$ cat src/rtl/cache_pkg.sv
// Shared definitions for the cache miss-fill logic.
//   - fill_state_t : fill controller state encoding (IDLE, ISSUE, WAIT)
//   - block geometry: words per block, bytes per word, counter width
//   - bit positions of the word offset and the set index within an address
package cache_pkg;

    localparam int WORDS_PER_BLOCK = 8;
    localparam int WORD_BYTES      = 2;
    localparam int DATA_W          = 16;

    // Width of the per-fill word counters (one count per word in a block).
    localparam int CNT_W = $clog2(WORDS_PER_BLOCK);

    // Byte-to-word shift: word offset starts above the byte-select bits.
    localparam int OFFSET_LSB = $clog2(WORD_BYTES);

    // Set index starts just above the block offset (byte + word bits).
    localparam int BLOCK_BYTES = WORD_BYTES * WORDS_PER_BLOCK;
    localparam int INDEX_LSB   = $clog2(BLOCK_BYTES);

    typedef enum logic [1:0] {
        IDLE  = 2'd0,
        ISSUE = 2'd1,
        WAIT  = 2'd2
    } fill_state_t;

endpackage

$ cat src/rtl/fill_counter.sv
// Small up-counter used for the issue and receive word counts of a fill.
//   clk   : system clock, rising edge
//   rst   : asynchronous active-high reset, count returns to 0
//   clr   : synchronous clear to 0 (takes priority over en)
//   en    : increment by one, wrapping modulo 2^W
//   count : current count
//   tc    : terminal count flag, high when count is all ones
module fill_counter
    import cache_pkg::*;
#(
    parameter int W = CNT_W
) (
    input  logic         clk,
    input  logic         rst,
    input  logic         clr,
    input  logic         en,
    output logic [W-1:0] count,
    output logic         tc
);

    logic [W-1:0] count_r;

    // Count register: clear has priority, otherwise increment when enabled.
    always_ff @(posedge clk or posedge rst) begin
        if (rst) begin
            count_r <= {W{1'b0}};
        end else if (clr) begin
            count_r <= {W{1'b0}};
        end else if (en) begin
            count_r <= count_r + {{(W-1){1'b0}}, 1'b1};
        end else begin
            count_r <= count_r;
        end
    end

    assign count = count_r;
    assign tc    = (count_r == {W{1'b1}});

endmodule

$ cat src/rtl/cache_fill_controller.sv
// Miss-fill controller for the cache data and tag arrays.
// On a sampled miss it latches the block base address, issues one word
// address per cycle to main memory, writes each returned word into the data
// array at its word offset, and strobes the tag array with the last word.
//   clk, rst          : clock (rising edge) and asynchronous active-high reset
//   miss_detected     : miss strobe, only looked at while idle
//   miss_address      : address of the missing access
//   fsm_busy          : high while a fill is in progress (pipeline stall)
//   mem_en            : memory read request, one word address per cycle
//   memory_address    : word address sent to memory
//   memory_data_valid : a returned word is present this cycle
//   memory_data_in    : returned word
//   write_data_array  : data-array write enable
//   data_array_wdata  : data-array write data (memory_data_in passed through)
//   word_index        : word offset within the block for the current write
//   block_index       : latched set index, feeds the wordline decoder
//   write_tag_array   : one-cycle tag write strobe on fill completion
module cache_fill_controller
    import cache_pkg::*;
#(
    parameter int ADDR_W  = 16,
    parameter int INDEX_W = 6
) (
    input  logic               clk,
    input  logic               rst,
    input  logic               miss_detected,
    input  logic [ADDR_W-1:0]  miss_address,
    output logic               fsm_busy,
    output logic               mem_en,
    output logic [ADDR_W-1:0]  memory_address,
    input  logic               memory_data_valid,
    input  logic [DATA_W-1:0]  memory_data_in,
    output logic               write_data_array,
    output logic [DATA_W-1:0]  data_array_wdata,
    output logic [CNT_W-1:0]   word_index,
    output logic [INDEX_W-1:0] block_index,
    output logic               write_tag_array
);

    localparam int INDEX_MSB = INDEX_LSB + INDEX_W - 1;
    localparam logic [ADDR_W-1:0] OFFSET_MASK = ADDR_W'(BLOCK_BYTES - 1);

    fill_state_t        state_r;
    fill_state_t        state_next_s;
    logic [ADDR_W-1:0]  base_r;
    logic [INDEX_W-1:0] block_index_r;
    logic [ADDR_W-1:0]  miss_base_s;
    logic [ADDR_W-1:0]  offset_s;

    logic               latch_s;
    logic               issue_en_s;
    logic               accept_s;
    logic               complete_s;
    logic               recv_en_s;
    logic               busy_s;
    logic               mem_en_s;

    logic [CNT_W-1:0]   issue_cnt_s;
    logic [CNT_W-1:0]   recv_cnt_s;
    logic               issue_tc_s;
    logic               recv_tc_s;

    // Block-aligned base of the incoming miss: drop the byte and word offset.
    assign miss_base_s = miss_address & ~OFFSET_MASK;

    fill_counter #(.W(CNT_W)) issue_cnt (
        .clk   (clk),
        .rst   (rst),
        .clr   (latch_s),
        .en    (issue_en_s),
        .count (issue_cnt_s),
        .tc    (issue_tc_s)
    );

    fill_counter #(.W(CNT_W)) recv_cnt (
        .clk   (clk),
        .rst   (rst),
        .clr   (latch_s),
        .en    (recv_en_s),
        .count (recv_cnt_s),
        .tc    (recv_tc_s)
    );

    // State register.
    always_ff @(posedge clk or posedge rst) begin
        if (rst) begin
            state_r <= IDLE;
        end else begin
            state_r <= state_next_s;
        end
    end

    // Miss latch: base address and set index held from the miss until the next one.
    always_ff @(posedge clk or posedge rst) begin
        if (rst) begin
            base_r        <= {ADDR_W{1'b0}};
            block_index_r <= {INDEX_W{1'b0}};
        end else if (latch_s) begin
            base_r        <= miss_base_s;
            block_index_r <= miss_base_s[INDEX_MSB:INDEX_LSB];
        end else begin
            base_r        <= base_r;
            block_index_r <= block_index_r;
        end
    end

    // Next-state and control decode.
    always_comb begin
        state_next_s = state_r;
        latch_s      = 1'b0;
        issue_en_s   = 1'b0;
        accept_s     = 1'b0;
        complete_s   = 1'b0;
        busy_s       = 1'b0;
        mem_en_s     = 1'b0;
        case (state_r)
            IDLE: begin
                if (miss_detected) begin
                    latch_s      = 1'b1;
                    state_next_s = ISSUE;
                end else begin
                    state_next_s = IDLE;
                end
            end
            ISSUE: begin
                busy_s     = 1'b1;
                mem_en_s   = 1'b1;
                // Saturate at the last word: the counter is not reused after 7.
                issue_en_s = ~issue_tc_s;
                accept_s   = memory_data_valid;
                // The last word may only complete once its own issue is going out.
                complete_s = memory_data_valid & recv_tc_s & issue_tc_s;
                if (complete_s) begin
                    state_next_s = IDLE;
                end else if (issue_tc_s) begin
                    state_next_s = WAIT;
                end else begin
                    state_next_s = ISSUE;
                end
            end
            WAIT: begin
                busy_s     = 1'b1;
                accept_s   = memory_data_valid;
                complete_s = memory_data_valid & recv_tc_s;
                if (complete_s) begin
                    state_next_s = IDLE;
                end else begin
                    state_next_s = WAIT;
                end
            end
            default: begin
                state_next_s = IDLE;
            end
        endcase
        // recv_cnt wraps back to 0 only on the completing word.
        recv_en_s = accept_s & (~recv_tc_s | complete_s);
    end

    assign offset_s = ADDR_W'(issue_cnt_s) << OFFSET_LSB;

    assign fsm_busy         = busy_s;
    assign mem_en           = mem_en_s;
    assign memory_address   = mem_en_s ? (base_r + offset_s) : {ADDR_W{1'b0}};
    assign write_data_array = accept_s;
    assign data_array_wdata = memory_data_in;
    assign word_index       = accept_s ? recv_cnt_s : {CNT_W{1'b0}};
    assign block_index      = block_index_r;
    assign write_tag_array  = complete_s;

endmodule

$ cat config.mk
export PLATFORM = sky130hd
export DESIGN_NAME = cache_fill_controller
export DESIGN_NICKNAME = d
export VERILOG_FILES = /design/src/rtl/cache_pkg.sv /design/src/rtl/fill_counter.sv /design/src/rtl/cache_fill_controller.sv
export SDC_FILE = /design/constraint.sdc
export NUM_CORES = 1
export LEC_CHECK = 0
export BUFFER_PORTS_ARGS = -buffer_cell sky130_fd_sc_hd__buf_2
export CAP_MARGIN = 30
export CORE_MARGIN = 5
export CORE_UTILIZATION = 30
export CTS_CLUSTER_SIZE = 14
export DETAILED_ROUTE_END_ITERATION = 7
export GPL_ROUTABILITY_DRIVEN = 1
export PLACE_DENSITY = 0.68
export RECOVER_POWER = 25
export SLEW_MARGIN = 40
export SYNTH_ARGS = -nofsm -noshare
export SYNTH_HDL_FRONTEND = slang
export SYNTH_SLANG_ARGS = --single-unit
export TNS_END_PERCENT = 5
$ cat constraint.sdc
create_clock -name clk -period 2.2 [get_ports clk]
set_input_delay 0.44 -clock clk [delete_from_list [all_inputs] [get_ports clk]]
set_output_delay 0.44 -clock clk [all_outputs]
set_load 0.1 [all_outputs]
## Word-level counts from Yosys, hierarchy flattened

Cells that the tools add are included.

| storage, ports and cells | value |
|---|---|
| output and inout port bits | 45 |
| logic and storage cells | 40 |
| bits of input ports | 36 |
| bits in registers | 26 |

| cells by class | value |
|---|---|
| bitwise operators | 6 |
| eq/ne operators | 4 |
| add/sub/neg operators | 3 |
| muxes and demuxes | 18 |
| reduce and logical (&&, ||, !) cells | 4 |

Operators with widths:

| operator | number |
|---|---|
| $add 16x4->16 | 1 |
| $mux 16 | 1 |
| $mux 3 | 5 |
| $mux 1 | 7 |
| $add 3x1->3 const B | 2 |
| $eq 3x3->1 const B | 2 |
| $mux 2 | 3 |
| $pmux 2 s3 | 1 |
| $reduce_bool 2->1 | 2 |
| $and 1x1->1 | 3 |
| $eq 2x1->1 const B | 1 |
| $eq 2x2->1 const B | 1 |
| $logic_not 2->1 | 1 |
| $not 1->1 | 2 |
| $pmux 1 s2 | 1 |
| $reduce_or 2->1 | 1 |
| $or 1x1->1 | 1 |

## Longest topological paths before layout

| logic depth | value |
|---|---|
| depth after elaboration | 8 |
| gate-level depth with buffers | 6 |
| depth with buffers taken out | 5 |

## Modules after synthesis

A second synthesis with hierarchy kept.

| unflattened totals | value |
|---|---|
| cell total of the unflattened synthesis | 112 |
| area, all modules | 1228.7 µm² |

Modules (own cells, without submodules):

| module | area an instance (µm²) | sequential area each (µm²) | cells each | instances |
|---|---|---|---|---|
| cache_fill_controller | 940.9 | 350.3 | 88 | 1 |
| fill_counter | 143.9 | 75.1 | 12 | 2 |

## Worst setup path before layout

Ideal clock, no wire load.

| path | value |
|---|---|
| path kind | reg-to-output |
| start | reg state_r[1] |
| end | out write_tag_array |
| arrival | 2901 ps |
| path slack | -1141 ps |
| data required time | 1760 ps |
| stages on the path, launching flop included | 5 |
| path buffers | 0 |
| cells stage by stage | dfrtp_1 -> inv_1 -> ha_1 -> a21oi_1 -> nor2_1 |

| on the way | value |
|---|---|
| longest elaborated chain between the ends | 2 |
| elaborated cells between the ends (all ways) | 3 |
| those cells by class | eq/ne (2); mux (1) |

RTL lines:

| item | RTL line | RTL |
|---|---|---|
| start: declaration | cache_fill_controller.sv:43 | `fill_state_t state_r;` |
| start signal: assignment | cache_fill_controller.sv:89 | `state_r <= state_next_s;` |
| $eq 2x2->1 or $eq 2x1->1 (tied branches) | cache_fill_controller.sv:116 | `case (state_r)` |
| $pmux 1 s2 (*) | cache_fill_controller.sv:116 |  |
| end: declaration | cache_fill_controller.sv:37 | `output logic write_tag_array` |

Mark *: on every way between the ends. The rest lies on a longest branch, timed or not.

## Worst setup path after layout

| path | value |
|---|---|
| start | reg state_r[0] |
| end | out word_index[2] |

| on the way | value |
|---|---|
| longest elaborated chain between the ends | 4 |
| elaborated cells between the ends (all ways) | 5 |
| those cells by class | eq/ne (2); mux (2); reduce/logical (1) |

RTL lines:

| item | RTL line | RTL |
|---|---|---|
| $eq 2x2->1 or $eq 2x1->1 (tied branches) | cache_fill_controller.sv:116 |  |
| $reduce_or 2->1 (no line) (*) | - |  |
| $mux 1 (*) | cache_fill_controller.sv:116 |  |
| $mux 3 (*) | cache_fill_controller.sv:166 | `assign word_index = accept_s ? recv_cnt_s : {CNT_W{1'b0}};` |
| end: declaration | cache_fill_controller.sv:35 | `output logic [CNT_W-1:0] word_index,` |

Marked as above.

==> summary.md <==
| Metric | Value |
|---|---|
| Fraction of layout instances using a drive strength above 1 | 0.593 |
| Antenna violations before repair | 0 |
| Clock period minus worst slack | 2.11 ns |
| Remaining global-route overflow | 0 |
| Yosys cell types | 22 |
| Number of hold-slack violations in the final timing report | 0 |
| Average wire per standard cell | 13.8 um |
| Master cell of the clock root buffer | sky130_fd_sc_hd__clkbuf_8 |
| Mean number of vias per cell | about 4.4 |
| # rows | 23 |
| Die area | about 5500 um2 |
| Remaining antenna violation count after routing | 0 |
| Hold_ws | 0.407 ns |
| CTS Hold Bufs | 0 |
| DPL Wire Length | 2.05 mm |
| Critical path peak fanout | 6 |
| Final setup violating endpoints | 0 |
| Vias in the first global route | 846 |
| Total detailed-routing wirelength | 2.55 mm |
| Count of buffers from port buffering | 43 |
| Routability cong. | roughly 0.68 |
| Die Height | 74.2 um |
| Number of inserted filler cells in the final layout | roughly 380 |
| Pin slew with the least headroom to its limit | 1.10 ns |
| WP data arrival | 1.67 ns |
| Setup Skew | 0.00538 ns |
| Net count reported at finish | ~180 |
| Standard cell core area | 4000 um2 |
| Number of violations of the max-capacitance limit | 0 |
| Worst setup SP type | flip-flop |
| Synthesized cell area | 1240 um2 |
| Pin count of the biggest net entering global routing | 21 |
| Number of max-slew violations in the final report | 0 |
| Global-route wire length before repair | 4.07 mm |
| Setup crit end kind | primary output |
| CTS tree | built |
| Bufs on Longest Clock Path | 2 |
| Clock tree sinks | 20 |
| Residual DRC | 0 |
| Number of optimization iterations in the first detailed-route pass | 4 |
| Worst path required time | 1.76 ns |
| Starting density of the core | 0.309 |
| Clock buffers created by TritonCTS | 3 |
| DRT iter0 DRCs | 4 |
| Run status | finished, final reports clean |
| Clock transition at path regs | 0.07 ns |
| Fin crit share | 0.958 |
| Critical setup path kind | flip-flop to primary output |
| GRT Total Usage | 0.0989 |
| Number of diodes added for antenna fixing | 0 |
| YS warnings | 0 |
| Worst slew slack as a fraction of its limit | 0.264 |
| Classification of the worst-slack hold path | primary input to flip-flop |
| Sequential fraction of the synthesis area | 0.405 |
| H-tree lvl count | 1 |
| Number of buffers added for setup after CTS | 0 |
| Max frequency | 0.475 GHz |
| Total nets after synthesis | 156 |
| Synthesized netlist cell count | approximately 110 |
| Layout-stage area growth over the synthesis result | 28.9% |
| RSZ-0062 raised after global routing | false |
| Total vias in the final route | 808 |
| Syn avg cell area | 11.0 um2 |
| Die width | 74.2 um |
| Number of flip-flops and latches in the synthesized netlist | 20 |
| Insertion delay of the later-clocked pin in the worst-skew pair | 0.26 ns |
| I/O pin cnt | 81 |
-- cells in the mapped netlist (all sizes together) --
cell | count | area, um2
nor2 | 2 | 7.51
mux2 | 12 | 154
nand3 | 1 | 5.00
dfrtp | 20 | 500
conb | 1 | 3.75
a21boi | 1 | 11.3
inv | 3 | 11.3
nand2 | 6 | 30.0
a211oi | 1 | 7.51
ha | 8 | 100
and3 | 3 | 18.8
a21oi | 5 | 25.0
or2b | 1 | 7.51
clkbuf | 1 | 3.75
xnor2 | 1 | 8.76
mux2i | 5 | 50.1
buf | 24 | 184
and2 | 16 | 100
and2b | 1 | 7.51
-- layout make-up --
type / instances / area [um2] / share of cell area
Multi-Input combinational cell: 64 / 572 / 0.359
Timing Repair Buffer: 45 / 407 / 0.255
Clock buffer: 3 / 41.3 / 0.0259
Tap cell: 50 / 62.6 / 0.0392
Sequential cell: 20 / 500 / 0.314
Inverter: 3 / 11.3 / 0.00706
-- path summary, 6_finish.rpt --
path                       slack (ns)            endpoint  cells past startpoint       startpoint
max                              0.09       word_index[2]                      4       state_r[0]
min                              0.41           base_r[9]                      2  miss_address[9]
max reg2reg                      0.59  issue_cnt.count[1]                      6       state_r[1]
min reg2reg                      0.50          base_r[13]                      1       base_r[13]
max in group asynchronous        1.02          base_r[10]                      3              rst
min in group asynchronous        0.52  issue_cnt.count[2]                      3              rst
-- flip-flops by register name (all words and copies together), names as in the netlist --
signal and flops:
base_r 7, recv_cnt.count 3, issue_cnt.count 3, state_r 2, block_index 5
-- per-layer routing --
layer | share of wire | wire (um) | GRT usage
met5 | 0 | 0 | 0
met4 | 0.012 | 31 | 0.0443
met3 | 0.13 | 340 | 0.0486
met2 | 0.47 | 1190 | 0.156
met1 | 0.39 | 985 | 0.113
-- through the flow --
step                utilization  worst slack, ns  TNS (ns)  cell area [um2]  std cells
floorplan                     -          -0.0972    -0.622             1270        112
global placement          0.388            0.314         0             1550        182
detailed placement        0.388            0.288         0             1550        182
CTS                       0.399           0.0832         0             1600        185
global route              0.398          0.00871         0             1590        185
finish                    0.398           0.0926         0             1590        185
-- repair_timing --
| item | in CTS | in global routing |
|---|---|---|
| setup endpoints to repair | 1 | 0 |
| hold endpoints to repair | 0 | 0 |
| gates resized for setup | 1 | 0 |
-- placed cells by master (no fill, tap or decap), types with 2 or more instances in the layout --
cell,n
sky130_fd_sc_hd__and2_2,12
sky130_fd_sc_hd__inv_1,3
sky130_fd_sc_hd__clkbuf_8,3
sky130_fd_sc_hd__and3_2,3
sky130_fd_sc_hd__mux2_2,7
sky130_fd_sc_hd__mux2_4,5
sky130_fd_sc_hd__buf_2,31
sky130_fd_sc_hd__buf_12,12
sky130_fd_sc_hd__a21oi_1,4
sky130_fd_sc_hd__ha_2,2
sky130_fd_sc_hd__ha_1,6
sky130_fd_sc_hd__dfrtp_1,20
sky130_fd_sc_hd__nand2_1,5
sky130_fd_sc_hd__mux2i_1,5
sky130_fd_sc_hd__and2_1,4
-- worst max-delay path: stages, from the launching register on --
cell and delay [ns]:
sky130_fd_sc_hd__dfrtp_1 0.38, sky130_fd_sc_hd__inv_1 0.08, sky130_fd_sc_hd__ha_2 0.36, sky130_fd_sc_hd__and3_2 0.18
sky130_fd_sc_hd__buf_2 0.42
-- kinds of logic (layout without fill, tap and decap cells) --
logic type / after synthesis / after routing / share of synthesized area
xor gates and xnor gates: 1 / 1 / 0.00709
and+or+nand+nor: 30 / 30 / 0.143
AOI/OAI and AO/OA: 7 / 7 / 0.0354
adders and majority gates: 8 / 8 / 0.0810
other: 1 / 1 / 0.00303
buffers and inverters: 28 / 51 / 0.161
muxes: 17 / 17 / 0.165
DFF: 20 / 20 / 0.405
Power is not shown: default switching activity piles up to over one toggle a cycle in this logic, so the estimate is an artifact.
